**config.mk**
```make
export PLATFORM = sky130hd
export DESIGN_NAME = player_nav_ctrl
export DESIGN_NICKNAME = d
export VERILOG_FILES = /design/src/rtl/zork_pkg.sv /design/src/rtl/nav_next_cell.sv /design/src/rtl/player_nav_ctrl.sv
export SDC_FILE = /design/constraint.sdc
export NUM_CORES = 1
export LEC_CHECK = 0
export ABC_CLOCK_PERIOD_IN_PS = 4500
export CELL_PAD_IN_SITES_DETAIL_PLACEMENT = 1
export CELL_PAD_IN_SITES_GLOBAL_PLACEMENT = 1
export CORE_MARGIN = 10
export CORE_UTILIZATION = 25
export CTS_CLUSTER_SIZE = 8
export DETAILED_ROUTE_END_ITERATION = 8
export DONT_BUFFER_PORTS = 1
export PLACE_DENSITY_LB_ADDON = 0.08
export SLEW_MARGIN = 5
export SYNTH_ARGS = -nofsm -noshare
export SYNTH_HDL_FRONTEND = slang
export SYNTH_SLANG_ARGS = --single-unit
```
**constraint.sdc**
```tcl
create_clock -name clk_50MHz_i -period 4.5 [get_ports clk_50MHz_i]
set_input_delay 0.9 -clock clk_50MHz_i [delete_from_list [all_inputs] [get_ports clk_50MHz_i]]
set_output_delay 0.9 -clock clk_50MHz_i [all_outputs]
set_load 0.02 [all_outputs]
```
**src/rtl/zork_pkg.sv**
```systemverilog
// -----------------------------------------------------------------------------
// zork_pkg
// Shared definitions for the grid-game player logic:
//   - dir_e        : internal move direction codes
//   - KEY_*        : keypad codes produced by the keypad decoder
//   - nav_state_e  : player_nav_ctrl FSM state encoding
//   - key_to_dir() : keypad code -> direction (unknown codes map to DIR_NONE)
// -----------------------------------------------------------------------------
package zork_pkg;

    typedef enum logic [2:0] {
        DIR_UP    = 3'b000,
        DIR_DOWN  = 3'b001,
        DIR_RIGHT = 3'b010,
        DIR_LEFT  = 3'b011,
        DIR_NONE  = 3'b100
    } dir_e;

    localparam logic [3:0] KEY_UP    = 4'h2;
    localparam logic [3:0] KEY_DOWN  = 4'h8;
    localparam logic [3:0] KEY_LEFT  = 4'h4;
    localparam logic [3:0] KEY_RIGHT = 4'h6;

    typedef enum logic [1:0] {
        ST_IDLE   = 2'b00,
        ST_LOOKUP = 2'b01,
        ST_EVAL   = 2'b10,
        ST_HOLD   = 2'b11
    } nav_state_e;

    function automatic dir_e key_to_dir(input logic [3:0] key);
        case (key)
            KEY_UP:    return DIR_UP;
            KEY_DOWN:  return DIR_DOWN;
            KEY_LEFT:  return DIR_LEFT;
            KEY_RIGHT: return DIR_RIGHT;
            default:   return DIR_NONE;
        endcase
    endfunction

endpackage

```
**src/rtl/nav_next_cell.sv**
```systemverilog
// -----------------------------------------------------------------------------
// nav_next_cell
// Combinational neighbour calculation: the cell one step from (pos_x, pos_y)
// in direction dir, with edge handling.
// Ports:
//   pos_x_i, pos_y_i   in   current position
//   dir_i              in   requested direction (DIR_NONE -> candidate = pos)
//   cand_x_o, cand_y_o out  candidate cell, always inside the grid
//   off_grid_o         out  1 when the step leaves the grid and WRAP=0
// -----------------------------------------------------------------------------
module nav_next_cell
    import zork_pkg::*;
#(
    parameter int GRID_W = 16,
    parameter int GRID_H = 16,
    parameter bit WRAP   = 1'b0,
    localparam int XW    = $clog2(GRID_W),
    localparam int YW    = $clog2(GRID_H)
) (
    input  logic [XW-1:0] pos_x_i,
    input  logic [YW-1:0] pos_y_i,
    input  dir_e          dir_i,
    output logic [XW-1:0] cand_x_o,
    output logic [YW-1:0] cand_y_o,
    output logic          off_grid_o
);

    localparam logic [XW-1:0] X_MAX = XW'(GRID_W - 1);
    localparam logic [YW-1:0] Y_MAX = YW'(GRID_H - 1);
    localparam logic [XW-1:0] X_ONE = XW'(1);
    localparam logic [YW-1:0] Y_ONE = YW'(1);

    // Edges are compared against GRID_x-1 rather than relying on counter
    // overflow, so grids that are not a power of two never yield x>=GRID_W.
    always_comb begin
        // NOTE: every output gets a default first so no path through the
        // case can leave one unassigned and infer a latch.
        cand_x_o   = pos_x_i;
        cand_y_o   = pos_y_i;
        off_grid_o = 1'b0;
        case (dir_i)
            DIR_UP: begin
                if (pos_y_i == '0) begin
                    off_grid_o = !WRAP;
                    cand_y_o   = WRAP ? Y_MAX : pos_y_i;
                end else begin
                    cand_y_o = pos_y_i - Y_ONE;
                end
            end
            DIR_DOWN: begin
                if (pos_y_i == Y_MAX) begin
                    off_grid_o = !WRAP;
                    cand_y_o   = WRAP ? '0 : pos_y_i;
                end else begin
                    cand_y_o = pos_y_i + Y_ONE;
                end
            end
            DIR_LEFT: begin
                if (pos_x_i == '0) begin
                    off_grid_o = !WRAP;
                    cand_x_o   = WRAP ? X_MAX : pos_x_i;
                end else begin
                    cand_x_o = pos_x_i - X_ONE;
                end
            end
            DIR_RIGHT: begin
                if (pos_x_i == X_MAX) begin
                    off_grid_o = !WRAP;
                    cand_x_o   = WRAP ? '0 : pos_x_i;
                end else begin
                    cand_x_o = pos_x_i + X_ONE;
                end
            end
            default: ;
        endcase
    end

endmodule

```
**src/rtl/player_nav_ctrl.sv**
```systemverilog
// -----------------------------------------------------------------------------
// player_nav_ctrl
// Turns keypad codes into one-cell player moves on a GRID_W x GRID_H grid,
// checking a wall map before each move, with optional wrap-around and
// auto-repeat while the key is held. Keeps a saturating count of moves.
// Ports:
//   clk_50MHz_i     in   system clock
//   rst_async_la_i  in   asynchronous active-low reset
//   key_in          in   keypad code (2 up, 8 down, 4 left, 6 right)
//   enable_move     in   key-valid level, asynchronous (synchronised here)
//   map_rd_o        out  wall-map read strobe
//   map_addr_o      out  candidate cell {x, y}; holds last candidate
//   map_blocked_i   in   wall bit, valid the cycle after map_rd_o
//   address         out  current position {posx, posy}
//   moved_o         out  pulse on the first cycle of a new address
//   bump_o          out  pulse when a move is rejected
//   move_count_o    out  successful moves, saturating at 16'hFFFF
// -----------------------------------------------------------------------------
module player_nav_ctrl
    import zork_pkg::*;
#(
    parameter int          GRID_W        = 16,
    parameter int          GRID_H        = 16,
    parameter int          START_X       = 7,
    parameter int          START_Y       = 7,
    parameter bit          WRAP          = 1'b0,
    parameter int          REPEAT_CYCLES = 0,
    // Reset value of move_count_o; 0 for normal use.
    parameter logic [15:0] COUNT_INIT    = 16'h0000,
    localparam int         XW            = $clog2(GRID_W),
    localparam int         YW            = $clog2(GRID_H)
) (
    input  logic             clk_50MHz_i,
    input  logic             rst_async_la_i,
    input  logic [3:0]       key_in,
    input  logic             enable_move,
    output logic             map_rd_o,
    output logic [XW+YW-1:0] map_addr_o,
    input  logic             map_blocked_i,
    output logic [XW+YW-1:0] address,
    output logic             moved_o,
    output logic             bump_o,
    output logic [15:0]      move_count_o
);

    // Timer only needs to reach max(REPEAT_CYCLES, 3); the +4 keeps headroom.
    localparam int          TW        = $clog2(REPEAT_CYCLES + 4);
    localparam logic [TW-1:0] TIMER_ONE = TW'(1);
    localparam logic [TW-1:0] REP_T     = TW'(REPEAT_CYCLES);

    logic             sync1_q, sync1_d, sync2_q, sync2_d, en_prev_q, en_prev_d;
    nav_state_e       state_q, state_d;
    dir_e             dir_q, dir_d;
    logic [XW-1:0]    pos_x_q, pos_x_d, cand_x_q, cand_x_d;
    logic [YW-1:0]    pos_y_q, pos_y_d, cand_y_q, cand_y_d;
    logic [15:0]      count_q, count_d;
    logic             moved_q, moved_d, bump_q, bump_d, map_rd_q, map_rd_d;
    logic [TW-1:0]    timer_q, timer_d;

    dir_e             key_dir, nav_dir;
    logic [XW-1:0]    nxt_x;
    logic [YW-1:0]    nxt_y;
    logic             nxt_off, rise, launch;

    assign key_dir = key_to_dir(key_in);
    // A fresh press uses the live key; auto-repeat reuses the latched one.
    assign nav_dir = (state_q == ST_IDLE) ? key_dir : dir_q;
    assign rise    = sync2_q & ~en_prev_q;

    nav_next_cell #(
        .GRID_W (GRID_W),
        .GRID_H (GRID_H),
        .WRAP   (WRAP)
    ) u_next (
        .pos_x_i    (pos_x_q),
        .pos_y_i    (pos_y_q),
        .dir_i      (nav_dir),
        .cand_x_o   (nxt_x),
        .cand_y_o   (nxt_y),
        .off_grid_o (nxt_off)
    );

    always_comb begin
        sync1_d   = enable_move;
        sync2_d   = sync1_q;
        en_prev_d = sync2_q;
        state_d   = state_q;
        dir_d     = dir_q;
        pos_x_d   = pos_x_q;
        pos_y_d   = pos_y_q;
        cand_x_d  = cand_x_q;
        cand_y_d  = cand_y_q;
        count_d   = count_q;
        moved_d   = 1'b0;
        bump_d    = 1'b0;
        map_rd_d  = 1'b0;
        timer_d   = (timer_q == '1) ? timer_q : timer_q + TIMER_ONE;
        launch    = 1'b0;

        case (state_q)
            ST_IDLE: begin
                if (rise && key_dir != DIR_NONE) begin
                    dir_d  = key_dir;
                    launch = 1'b1;
                end
            end
            ST_LOOKUP: state_d = ST_EVAL;
            ST_EVAL: begin
                if (map_blocked_i) begin
                    bump_d = 1'b1;
                end else begin
                    pos_x_d = cand_x_q;
                    pos_y_d = cand_y_q;
                    moved_d = 1'b1;
                    if (count_q != 16'hFFFF) count_d = count_q + 16'd1;
                end
                state_d = ST_HOLD;
            end
            ST_HOLD: begin
                // Release wins over a repeat due in the same cycle.
                if (!sync2_q) begin
                    state_d = ST_IDLE;
                end else if (REPEAT_CYCLES > 0 && timer_q >= REP_T) begin
                    launch = 1'b1;
                end
            end
            default: state_d = ST_IDLE;
        endcase

        // The timer counts clocks since the launch of the current move, so the
        // lookup/eval cycles are part of the repeat period and repeat moves are
        // exactly REPEAT_CYCLES apart.
        if (launch) begin
            timer_d = TIMER_ONE;
            if (nxt_off) begin
                bump_d  = 1'b1;
                state_d = ST_HOLD;
            end else begin
                cand_x_d = nxt_x;
                cand_y_d = nxt_y;
                map_rd_d = 1'b1;
                state_d  = ST_LOOKUP;
            end
        end
    end

    always_ff @(posedge clk_50MHz_i or negedge rst_async_la_i) begin
        if (!rst_async_la_i) begin
            sync1_q   <= 1'b0;
            sync2_q   <= 1'b0;
            en_prev_q <= 1'b0;
            state_q   <= ST_IDLE;
            dir_q     <= DIR_NONE;
            pos_x_q   <= XW'(START_X);
            pos_y_q   <= YW'(START_Y);
            cand_x_q  <= XW'(START_X);
            cand_y_q  <= YW'(START_Y);
            count_q   <= COUNT_INIT;
            moved_q   <= 1'b0;
            bump_q    <= 1'b0;
            map_rd_q  <= 1'b0;
            timer_q   <= '0;
        end else begin
            // NOTE: non-blocking assignments so every flop samples the
            // pre-edge value of the others, independent of statement order.
            sync1_q   <= sync1_d;
            sync2_q   <= sync2_d;
            en_prev_q <= en_prev_d;
            state_q   <= state_d;
            dir_q     <= dir_d;
            pos_x_q   <= pos_x_d;
            pos_y_q   <= pos_y_d;
            cand_x_q  <= cand_x_d;
            cand_y_q  <= cand_y_d;
            count_q   <= count_d;
            moved_q   <= moved_d;
            bump_q    <= bump_d;
            map_rd_q  <= map_rd_d;
            timer_q   <= timer_d;
        end
    end

    assign map_rd_o     = map_rd_q;
    assign map_addr_o   = {cand_x_q, cand_y_q};
    assign address      = {pos_x_q, pos_y_q};
    assign moved_o      = moved_q;
    assign bump_o       = bump_q;
    assign move_count_o = count_q;

endmodule

```
# After elaboration in Yosys (flattened, before gate mapping)
# Index checks and enable logic that the tools add are counted.
[op_classes]
add_sub_neg = 5
eq_ne = 15
n_mux = 27
bitwise = 4
n_reduce_logical = 11
[ops]
columns = ["cell", "count"]
rows = [
  ["$add 16x1->16 const B", 1],
  ["$mux 4", 4],
  ["$ne 16x16->1 const B", 1],
  ["$pmux 4 s2", 2],
  ["$mux 1", 14],
  ["$eq 4x4->1 const B", 3],
  ["$pmux 3 s4", 1],
  ["$add 4x1->4 const B", 2],
  ["$eq 4x3->1 const B", 2],
  ["$logic_not 4->1", 2],
  ["$reduce_and 2->1", 4],
  ["$sub 4x1->4 const B", 2],
  ["$eq 3x2->1 const B", 2],
  ["$mux 2", 3],
  ["$ne 3x3->1 const B", 2],
  ["$pmux 2 s3", 1],
  ["$eq 2x2->1 const B", 2],
  ["$eq 4x2->1 const B", 1],
  ["$pmux 1 s4", 1],
  ["$reduce_bool 4->1", 1],
  ["$eq 3x1->1 const B", 1],
  ["$logic_not 3->1", 1],
  ["$mux 3", 1],
  ["$not 1->1", 3],
  ["5 further kinds", 5],
]
[totals]
regBits = 43
output_inout_bits = 35
word_cells = 75

# Logic depth before layout (Yosys ltp)
# Gate-level depths: netlist of run 1.
[depth]
depth_word = 8
ltp_mapped = 8
mapped_depth_nobuf = 8

# By module
# From an unflattened synthesis of run 1, not the netlist that was laid out.
[unflattened]
hier_cells = 241
hier_area_um2 = 2458.6
[modules_own_cells]
columns = ["mod", "instances", "cells_per_inst", "area_each_um2", "seq_area_each_um2"]
rows = [
  ["player_nav_ctrl", 1, 168, 1919.3, 1092.3],
  ["nav_next_cell", 1, 73, 539.3, 0.0],
]

# Worst setup path before layout of run 1
# No wires, ideal clock.
[synth_path]
kind = "input to register"
start = "input port key_in[1]"
end = "register cand_y_q[3]"
setup_time_ps = 125
arrival_ps = 2420
setup_slack_ps = 1956
cell_stages = 7
n_path_buf = 1
cell_sequence = "buf_2 > or4_4 > o32ai_4 > a22oi_2 > nand3_2 > inv_2 > mux2_2"
[synth_between]
elab_chain_cells = 7
word_cells_on_any_way = 18
[synth_rtl]
columns = ["item", "line", "text"]
rows = [
  ["start, declared", "player_nav_ctrl.sv:35", "input logic [3:0] key_in,"],
  ["$eq 4x3->1 (tied with other cells)", "zork_pkg.sv:32", "case (key)"],
  ["$pmux 3 s4 *", "zork_pkg.sv:32", ""],
  ["$mux 3 or $ne 3x3->1 (tied branches)", "player_nav_ctrl.sv:67, player_nav_ctrl.sv:102", ""],
  ["$eq 3x2->1 (tied with other cells)", "nav_next_cell.sv:41", "case (dir_i)"],
  ["$pmux 1 s4 or $mux 1 (tied branches)", "nav_next_cell.sv:41, player_nav_ctrl.sv:102", ""],
  ["$not 1->1 (no line) or $mux 1 (tied branches)", "-", ""],
  ["$reduce_and 2->1 (no line)", "-", ""],
  ["end signal, assigned", "player_nav_ctrl.sv:157", "cand_y_q <= YW'(START_Y);"],
  ["end signal, assigned", "player_nav_ctrl.sv:174", "cand_y_q <= cand_y_d;"],
  ["end, declared", "player_nav_ctrl.sv:55", "logic [YW-1:0] pos_y_q, pos_y_d, cand_y_q, cand_y_d;"],
]
# Mark *: on every way between the ends. The rest lies on a longest branch, timed or not.
# A chain may end at the register's enable or synchronous reset.

# Worst setup path after layout of run 1
[layout_path]
start = "input port key_in[0]"
end = "register cand_y_q[3]"
# The elaborated chain is that of the path after synthesis.

==> impl_metrics.env, run 1 <==
export IMPL_status="finished clean"
export IMPL_cp_max_fo=8
export IMPL_hold_violations=0
export IMPL_die_h_um=118
export IMPL_slowest_stage="nor4_1"
export IMPL_grt_max_degree=44
export IMPL_clockPowerShare_pct=22.4
export IMPL_cts_tree="yes"
export IMPL_fillers=1084
export IMPL_drtAntennaViolNets=0
export IMPL_cts_htree_levels=2
export IMPL_synth_adder_area_share_pct=2.58
export IMPL_required_ns=4.69
export IMPL_p_sw_w=0.000708
export IMPL_min_period_over_period_pct=55.2
export IMPL_ys_ff_latch=43
export IMPL_grt_pass1_vias=1910
export IMPL_syn_cell_area_sq_mm=0.00242
export IMPL_r2r_slack_ns=2.07
export IMPL_diodes=0
export IMPL_power_density_mw_per_mm2=620
export IMPL_setup_tns_ns=0
export IMPL_wl_mm=7.13
export IMPL_ys_flop_type="dfrtp_1"
export IMPL_synthMuxAreaShare_pct=2.69
export IMPL_wl_per_cell_um=18.7
export IMPL_io_buffers=0
export IMPL_p_sw_share_pct=42.9
export IMPL_final_cell_mix="dfrtp_1, nand2_1, a21oi_1"
export IMPL_row_count=35
export IMPL_setup_viol=0
export IMPL_r2r_end="cand_y_q[3]"
export IMPL_worst_slew_pin_slew_ns=0.682
export IMPL_cp_arrival_ns=2.68
export IMPL_cts_root_buf="clkbuf_8"
export IMPL_r2r_cells=7
export IMPL_dieArea_sq_mm=0.0140
export IMPL_combPwrFrac_pct=29.0
export IMPL_p_total_w=0.00165
export IMPL_hpwl_mm=5.30
export IMPL_syn_inst=256
export IMPL_cts_sinks=43
export IMPL_cts_resized=0
export IMPL_vias_per_cell=4.90
export IMPL_final_layout_size_suffix_gt1_share_pct=13.9
export IMPL_relSlewSlack_pct=54.2
export IMPL_cts_inserted_buffers=5
export IMPL_reg2reg_from="pos_x_q[0]"
export IMPL_path_class="input pin to flip-flop"
export IMPL_peakVddDrop_uv=195
export IMPL_synth_top_area_share_pct=31.0
export IMPL_synth_top_family_by_area="simple AND/OR/NAND/NOR gates"
export IMPL_start_util_pct=26.0
export IMPL_grt_setup_unrepaired="no"
export IMPL_grt_pass1_wl_mm=11.4
export IMPL_async_reset_ff_share_pct=100
export IMPL_yosysUniqueCellTypes=54
export IMPL_synth_edf_count=0
export IMPL_antenna_found_initial=0
export IMPL_slew_viol_final=0
export IMPL_max_freq_ghz=0.403
export IMPL_path_clk_slew_ns=0.09
export IMPL_endpoint_kind="flip-flop"
export IMPL_firstDrtPassIters=4
export IMPL_slowest_delay_ns=0.55
export IMPL_grt_total_usage_pct=10.2
export IMPL_fin_crit_ns=2.48
export IMPL_cts_buffer_depth=2
export IMPL_synth_compound_area_share_pct=19.7
export IMPL_leakagePower_nw=1.06
export IMPL_syn_nets=269
export IMPL_hold_class="input pin to asynchronous set/reset pin"
export IMPL_mostFrequentLayoutCell="dfrtp_1"
export IMPL_synthTopCellsByArea="dfrtp_1, dfstp_2, nand2_1"
export IMPL_syn_to_final_growth_pct=10.1
export IMPL_synthXorXnorAreaFrac_pct=4.70
export IMPL_yosys_area_top_type="dfrtp_1"
export IMPL_yosys_area_share_simple_pct=21.2
export IMPL_finalClockSkew_ns=0.00871
export IMPL_pwr_share_seq_pct=48.7
export IMPL_power_internal_w=0.000944
export IMPL_die_width_um=118
export IMPL_drt_iter0_drc=131
export IMPL_synth_warnings=0
export IMPL_final_nets=264
export IMPL_io_pins=43
export IMPL_clk_latency_ns=0.30
export IMPL_cp_start_kind="input pin"
export IMPL_synth_area_per_cell_sq_um=9.46
export IMPL_grt_remaining_overflow=0
export IMPL_crit_chain="nor4_1, a211oi_1, o21ai_2, nand3_2, inv_2, mux2_2"
export IMPL_post_cts_buffers=0
export IMPL_ctsHoldBuffers=0
export IMPL_core_area_sq_mm=0.00933
export IMPL_yosysSeqAreaShare_pct=45.1
export IMPL_cap_violations=0
export IMPL_drc_errors=0
export IMPL_gp_congestion=0.735
export IMPL_vias=1866
## flip-flops by register name, summed over array words and instances, names as in the netlist
| signal | cells |
|---|---|
| bump_o | 1 |
| cand_y_q | 4 |
| state_q | 2 |
| sync1_q | 1 |
| moved_o | 1 |
| move_count_o | 16 |
| dir_q | 3 |
| en_prev_d | 1 |
| map_rd_o | 1 |
| cand_x_q | 4 |
| pos_y_q | 4 |
| en_prev_q | 1 |
| pos_x_q | 4 |
## cells by family (layout without fill, tap and decap cells)
| logic type | count (synthesis) | count (layout) |
|---|---|---|
| and+or+nand+nor | 97 | 97 |
| buffers and inverters | 23 | 19 |
| muxes | 6 | 6 |
| adders and majority gates | 5 | 5 |
| DFF | 43 | 43 |
| xor gates and xnor gates | 13 | 13 |
| AOI/OAI and AO/OA | 69 | 69 |
## power groups by stage
| stage | Combinational [W] | Clock, W | Sequential [W] |
|---|---|---|---|
| final | 0.000479 | 0.000369 | 0.000804 |
| after global routing | 0.000551 | 0.000398 | 0.000842 |
| after CTS | 0.000487 | 0.000383 | 0.000815 |
| after detailed placement | 0.000483 | 0 | 0.000821 |
| after global placement | 0.000486 | 0 | 0.000825 |
| after floorplan | 0.000436 | 0 | 0.000710 |
## per-stage QoR
stage	instance area, sq um	hold WS (ns)	cells	setup WS (ns)	util [%]
after global routing	2670	0.251	381	1.86	28.6
after floorplan	2420	0.331	256	1.96	-
after detailed placement	2530	0.338	373	1.73	27.1
final	2670	0.284	381	2.02	28.6
after global placement	2530	0.335	373	1.80	27.1
after CTS	2670	0.263	381	2.04	28.6
## final cells by class
| type | instances | area, sq um | share of cell area [%] |
|---|---|---|---|
| inverter | 11 | 41.3 | 1.55 |
| clock buffer | 5 | 68.8 | 2.58 |
| clock inverter | 3 | 67.6 | 2.54 |
| tap | 129 | 161 | 6.06 |
| multi-input combinational | 190 | 1230 | 46.3 |
| sequential | 43 | 1090 | 41.0 |
## synthesized netlist by cell type, types with 4 or more instances
master and instances:
dfstp_2 13, nand3_1 10, nand3b_1 4, o21a_1 5, dfrtp_1 30, o21ai_0 8
ha_1 5, nor3_1 8, and3_1 4, a21oi_1 18, o31ai_1 4, nor2_1 16
buf_2 4, clkbuf_1 7, xnor2_1 7, nand2_1 27, a31oi_1 9, xor2_1 6
inv_1 10, mux2_2 4
## worst max path at each step
stage               cells after the start       start          end  slack (ns)
detailed placement                      6   key_in[0]  cand_y_q[3]        1.73
floorplan                               7   key_in[1]  cand_y_q[3]        1.96
global placement                        6   key_in[0]  cand_y_q[3]        1.80
finish                                  6   key_in[0]  cand_y_q[3]        2.02
global route                            6   key_in[0]  cand_y_q[3]        1.86
CTS                                     7  pos_x_q[0]  cand_y_q[3]        2.04
## per-layer routing
metal	vias up	part of all wire [%]	global-route usage [%]
met5	-	0	0
met4	0	0.95	2.98
met3	5	8.1	4.28
met2	34	43	14.8
met1	904	48	13.4
li1	923	-	-
## critical path, delay by kind of cell
family | cells | cell delay [ns]
AOI/OAI and AO/OA | 2 | 0.53
buffers and inverters | 1 | 0.20
muxes | 1 | 0.35
and+or+nand+nor | 2 | 0.69
Power figures use the tool's default switching activity.
==> inputs of run 2 (changes only) <==
Settings changed: ABC_CLOCK_PERIOD_IN_PS 4500 to 2100.
Clock period 4.5 ns to 2.1 ns, I/O delays scaled along.
==> impl_metrics.env, run 2 (synthesis results as in run 1) <==
export IMPL_wl_mm=7.90
export IMPL_cts_htree_levels=2
export IMPL_fillers=1078
export IMPL_p_sw_w=0.00163
export IMPL_relSlewSlack_pct=72.2
export IMPL_wl_per_cell_um=18.5
export IMPL_final_nets=310
export IMPL_finalClockSkew_ns=0.00710
export IMPL_grt_total_usage_pct=11.3
export IMPL_dieArea_sq_mm=0.0140
export IMPL_timing_hold_ws_ns=0.141
export IMPL_cp_max_fo=5
export IMPL_drt_iter0_drc=66
export IMPL_start_util_pct=26.0
export IMPL_worst_slew_pin_slew_ns=0.407
export IMPL_fin_crit_ns=1.97
export IMPL_path_class="flip-flop to flip-flop"
export IMPL_gp_congestion=0.744
export IMPL_grt_max_degree=44
export IMPL_endpoint_kind="flip-flop"
export IMPL_core_area_sq_mm=0.00933
export IMPL_required_ns=2.34
export IMPL_final_cell_area_sq_mm=0.00305
export IMPL_drc_errors=0
export IMPL_power_internal_w=0.00233
export IMPL_path_delay_family="compound AO/OA/AOI/OAI gates"
export IMPL_leakagePower_nw=1.31
export IMPL_cp_start_kind="flip-flop"
export IMPL_slowest_delay_ns=0.42
export IMPL_vias=2060
export IMPL_max_freq_ghz=0.507
export IMPL_path_clk_slew_ns=0.09
export IMPL_io_buffers=0
export IMPL_combPwrFrac_pct=43.6
export IMPL_slew_viol_final=0
export IMPL_final_cell_mix="buf_4, dfrtp_1, nand2_1"
export IMPL_r2r_slack_ns=0.13
export IMPL_cts_buffer_depth=2
export IMPL_drtAntennaViolNets=0
export IMPL_clockPowerShare_pct=19.9
export IMPL_cts_inserted_buffers=5
export IMPL_hpwl_mm=6.02
export IMPL_grt_pass1_wl_mm=12.8
export IMPL_slowest_stage="or3b_4"
export IMPL_setup_slack_ns=0.126
export IMPL_antenna_found_initial=0
export IMPL_io_pins=43
export IMPL_cts_sinks=43
export IMPL_grt_setup_unrepaired="yes"
export IMPL_pwr_share_seq_pct=36.5
export IMPL_p_sw_share_pct=41.1
export IMPL_r2r_cells=8
export IMPL_die_width_um=118
export IMPL_syn_to_final_growth_pct=25.9
export IMPL_mostFrequentLayoutCell="buf_4"
export IMPL_cp_arrival_ns=2.22
export IMPL_firstDrtPassIters=4
export IMPL_crit_cells=8
export IMPL_diodes=0
export IMPL_min_period_over_period_pct=94.0
export IMPL_cts_tree="yes"
export IMPL_peakVddDrop_uv=415
export IMPL_vias_per_cell=4.82
export IMPL_row_count=35
export IMPL_grt_pass1_vias=2203
export IMPL_power_density_mw_per_mm2=1300
export IMPL_cts_root_buf="clkbuf_8"
export IMPL_die_h_um=118
export IMPL_final_util_pct=32.7
export IMPL_grt_remaining_overflow=0
export IMPL_cap_violations=0
export IMPL_whs_path_depth=0
export IMPL_final_layout_size_suffix_gt1_share_pct=28.2
export IMPL_largest_reg_flops=16
export IMPL_placed_cell_area_sq_mm=0.00285
export IMPL_pre_cts_slack_ns=-0.0000495
export IMPL_crit_buf_inv=2
export IMPL_hold_violations=0
export IMPL_hold_class="input pin to flip-flop"
export IMPL_crit_chain="inv_1, ha_1, or3b_4, a211oi_2, o21ai_2, buf_4, a21oi_1, a31o_2"
export IMPL_setup_viol=0
export IMPL_status="finished clean"
export IMPL_clk_latency_ns=0.30
==> run 2: changes by cell type in the layout (fill, tap and decap cells not counted), sizes merged <==
cell / delta
clkinvlp: -1
clkbuf: +1
buf: +45
dlygate4sd3: +1
==> run 2: timing repair <==
item | CTS | global route
hold endpoints to repair | 43 | 0
setup endpoints to repair | 6 | 11
pin swaps | 0 | 1
resized for setup | 2 | 3
setup buffers | 0 | 1
hold buffers | 2 | 0
==> run 2: worst reg2reg max path, stage by stage (launching register included) <==
cell and delay, ns:
dfstp_2 0.38, inv_1 0.08, ha_1 0.20, or3b_4 0.42
a211oi_2 0.22, o21ai_2 0.11, buf_4 0.16, a21oi_1 0.21
a31o_2 0.14
==> run 2: worst paths after layout <==
kind | endpoint | startpoint
worst max-delay path | bump_o | pos_y_q[1]
worst min-delay path | sync1_q | enable_move
worst max register to register | bump_o | pos_y_q[1]
worst min register to register | en_prev_d | sync1_q
max in group asynchronous | pos_x_q[2] | rst_async_la_i
min in group asynchronous | pos_y_q[3] | rst_async_la_i
==> run 2: per-stage QoR <==
stage | total power, W | TNS [ns] | std cells
finish | 0.00396 | 0 | 427
global route | 0.00427 | -0.0525 | 427
CTS | 0.00399 | 0 | 426
detailed placement | 0.00313 | -0.0000495 | 416
global placement | 0.00312 | 0 | 416
floorplan | 0.00245 | 0 | 256
==> run 2: power groups by stage <==
stage | Sequential (W) | Combinational [W] | Clock, W
floorplan | 0.00152 | 0.000934 | 0
global placement | 0.00146 | 0.00166 | 0
detailed placement | 0.00146 | 0.00167 | 0
CTS | 0.00145 | 0.00172 | 0.000823
global route | 0.00149 | 0.00192 | 0.000861
finish | 0.00144 | 0.00173 | 0.000787
==> run 2: final cells by class <==
type / instances / area [sq um] / share of cell area, %
Multi-Input combinational cell: 190 / 1250 / 41.1
Timing Repair Buffer: 46 / 368 / 12.1
Tap cell: 129 / 161 / 5.30
Clock inverter: 2 / 60.1 / 1.97
Sequential cell: 43 / 1090 / 35.9
Clock buffer: 6 / 72.6 / 2.38
Inverter: 11 / 41.3 / 1.35
==> run 2: per-layer routing <==
layer,part of all wire [%],vias to the layer above,global-route usage [%]
met1,49,1003,15.0
met4,0.77,0,2.75
met5,0,-,0
met3,6.0,7,3.66
li1,-,1008,-
met2,44,42,17.5
==> inputs of run 3 (changes only) <==
Settings changed: ABC_AREA from default to 1.
==> impl_metrics.env, run 3 <==
export IMPL_required_ns=2.30
export IMPL_cp_arrival_ns=2.12
export IMPL_slew_viol_final=0
export IMPL_io_pins=43
export IMPL_grt_pass1_vias=2366
export IMPL_mostFrequentLayoutCell="nand2_1"
export IMPL_hpwl_mm=5.90
export IMPL_setup_viol=0
export IMPL_synth_most_common_cell="nand2_1"
export IMPL_fin_crit_ns=1.92
export IMPL_setup_slack_ns=0.177
export IMPL_cts_tree="yes"
export IMPL_final_cell_mix="nand2_1, inv_1, nand3_1"
export IMPL_drc_errors=0
export IMPL_dieArea_sq_mm=0.0147
export IMPL_ys_flop_type="dfrtp_1"
export IMPL_ys_ff_latch=43
export IMPL_max_freq_ghz=0.520
export IMPL_syn_cell_area_sq_mm=0.00255
export IMPL_cts_sinks=43
export IMPL_largest_reg_flops=16
export IMPL_wl_per_cell_um=15.6
export IMPL_status="finished clean"
export IMPL_crit_buf_inv=2
export IMPL_cp_max_fo=10
export IMPL_cts_root_buf="clkbuf_8"
export IMPL_crit_chain="inv_1, ha_1, nand3_1, inv_1, nand3_1, nand2_2, nor2_8, nand2_4, nand2_1, nand2_1"
export IMPL_yosysSeqAreaShare_pct=42.8
export IMPL_yosysUniqueCellTypes=30
export IMPL_final_layout_size_suffix_gt1_share_pct=18.4
export IMPL_diodes=0
export IMPL_firstDrtPassIters=4
export IMPL_path_class="flip-flop to flip-flop"
export IMPL_drtAntennaViolNets=0
export IMPL_die_width_um=121
export IMPL_start_util_pct=25.9
export IMPL_hold_violations=0
export IMPL_gp_congestion=0.760
export IMPL_layout_cells_non_filler=502
export IMPL_hold_class="input pin to flip-flop"
export IMPL_wl_mm=7.81
export IMPL_synth_common_cells="nand2_1, inv_1, nand3_1"
export IMPL_clk_latency_ns=0.31
export IMPL_die_h_um=121
export IMPL_cp_start_kind="flip-flop"
export IMPL_path_delay_family="simple AND/OR/NAND/NOR gates"
export IMPL_syn_inst=334
export IMPL_leakagePower_nw=1.43
export IMPL_cap_violations=0
export IMPL_finalClockSkew_ns=0.00690
export IMPL_syn_nets=347
export IMPL_final_nets=381
export IMPL_dp_cells=488
export IMPL_slowest_delay_ns=0.56
export IMPL_drt_iter0_drc=111
export IMPL_timing_hold_ws_ns=0.137
export IMPL_min_period_over_period_pct=91.6
export IMPL_cts_inserted_buffers=5
export IMPL_syn_to_final_growth_pct=19.3
export IMPL_cts_buffer_depth=2
export IMPL_grt_total_usage_pct=11.1
export IMPL_grt_pass1_wl_mm=13.1
export IMPL_power_density_mw_per_mm2=1500
export IMPL_synth_edf_count=0
export IMPL_relSlewSlack_pct=68.1
export IMPL_synth_area_per_cell_sq_um=7.64
export IMPL_worst_slew_pin_slew_ns=0.479
export IMPL_endpoint_kind="flip-flop"
export IMPL_core_area_sq_mm=0.00986
export IMPL_vias_per_cell=4.57
export IMPL_synth_warnings=0
export IMPL_slowest_stage="dfstp_2"
export IMPL_yosys_area_top_type="dfrtp_1"
export IMPL_pre_cts_slack_ns=0.107
export IMPL_grt_remaining_overflow=0
export IMPL_grt_max_degree=44
export IMPL_io_buffers=0
export IMPL_cts_htree_levels=2
export IMPL_synth_top_area_share_pct=29.4
export IMPL_row_count=36
export IMPL_setup_tns_ns=0
export IMPL_peakVddDrop_uv=530
export IMPL_synthTopCellsByArea="dfrtp_1, nand2_1, dfstp_2"
export IMPL_async_reset_ff_share_pct=100
export IMPL_vias=2296
export IMPL_path_clk_slew_ns=0.09
export IMPL_antenna_found_initial=0
-- run 3: power by group --
part | internal (W) | total, W | switching [W]
clock | 0.000234 | 0.000558 | 0.000325
sequential | 0.00118 | 0.00159 | 0.000417
combinational | 0.000854 | 0.00241 | 0.00156
total | 0.00226 | 0.00456 | 0.00230
-- run 3: final timing paths --
path | cells past startpoint | to | start | slack (ns)
worst max-delay path | 10 | state_q[1] | pos_y_q[0] | 0.18
worst min-delay path | 0 | sync1_q | enable_move | 0.14
worst max register to register | 10 | state_q[1] | pos_y_q[0] | 0.18
worst min register to register | 0 | en_prev_d | sync1_q | 0.35
max in group asynchronous | 2 | cand_y_q[2] | rst_async_la_i | 1.20
min in group asynchronous | 2 | moved_o | rst_async_la_i | 0.63
-- run 3: worst reg2reg max path: stages (launching register included) --
cell,delay (ns)
dfstp_2,0.56
inv_1,0.10
ha_1,0.24
nand3_1,0.15
inv_1,0.12
nand3_1,0.11
nand2_2,0.10
nor2_8,0.20
nand2_4,0.13
nand2_1,0.08
nand2_1,0.05
-- run 3: layer usage --
metal	routed length [um]	GRT usage, %	vias to the layer above
li1	-	-	1152
met5	0	0	-
met1	3600	13.8	1107
met4	97	3.24	0
met3	419	3.54	8
met2	3690	18.0	29
-- run 3: cell type report --
| type | instances | area [sq um] |
|---|---|---|
| clock buffers | 6 | 72.6 |
| inverters | 36 | 135 |
| clock inverters | 2 | 12.5 |
| multi-input cells | 250 | 1300 |
| fillers | 1208 | 6820 |
| flip-flops and latches | 43 | 1090 |
| well taps | 133 | 166 |
| repair buffers | 32 | 263 |
-- run 3: metrics by stage --
stage	area, sq um	util, %	total power [W]
detailed placement	2880	29.2	0.00394
global placement	2880	29.2	0.00394
floorplan	2550	-	0.00316
CTS	3000	30.4	0.00455
global route	3050	30.9	0.00503
finish	3050	30.9	0.00456
-- run 3: what timing repair did --
item,CTS,global route
hold buffers,2,0
setup buffers,0,3
hold endpoints to repair,43,0
gates resized for setup,0,5
setup endpoints to repair,0,13
-- run 3: logic make-up after synthesis --
logic type      Yosys count  synth area share [%]
simple gates            193                  34.6
flops                    43                  42.8
compound gates           34                  7.35
fa+ha+maj                 5                  2.45
xor+xnor                 17                  5.83
buf+inv                  42                  6.96
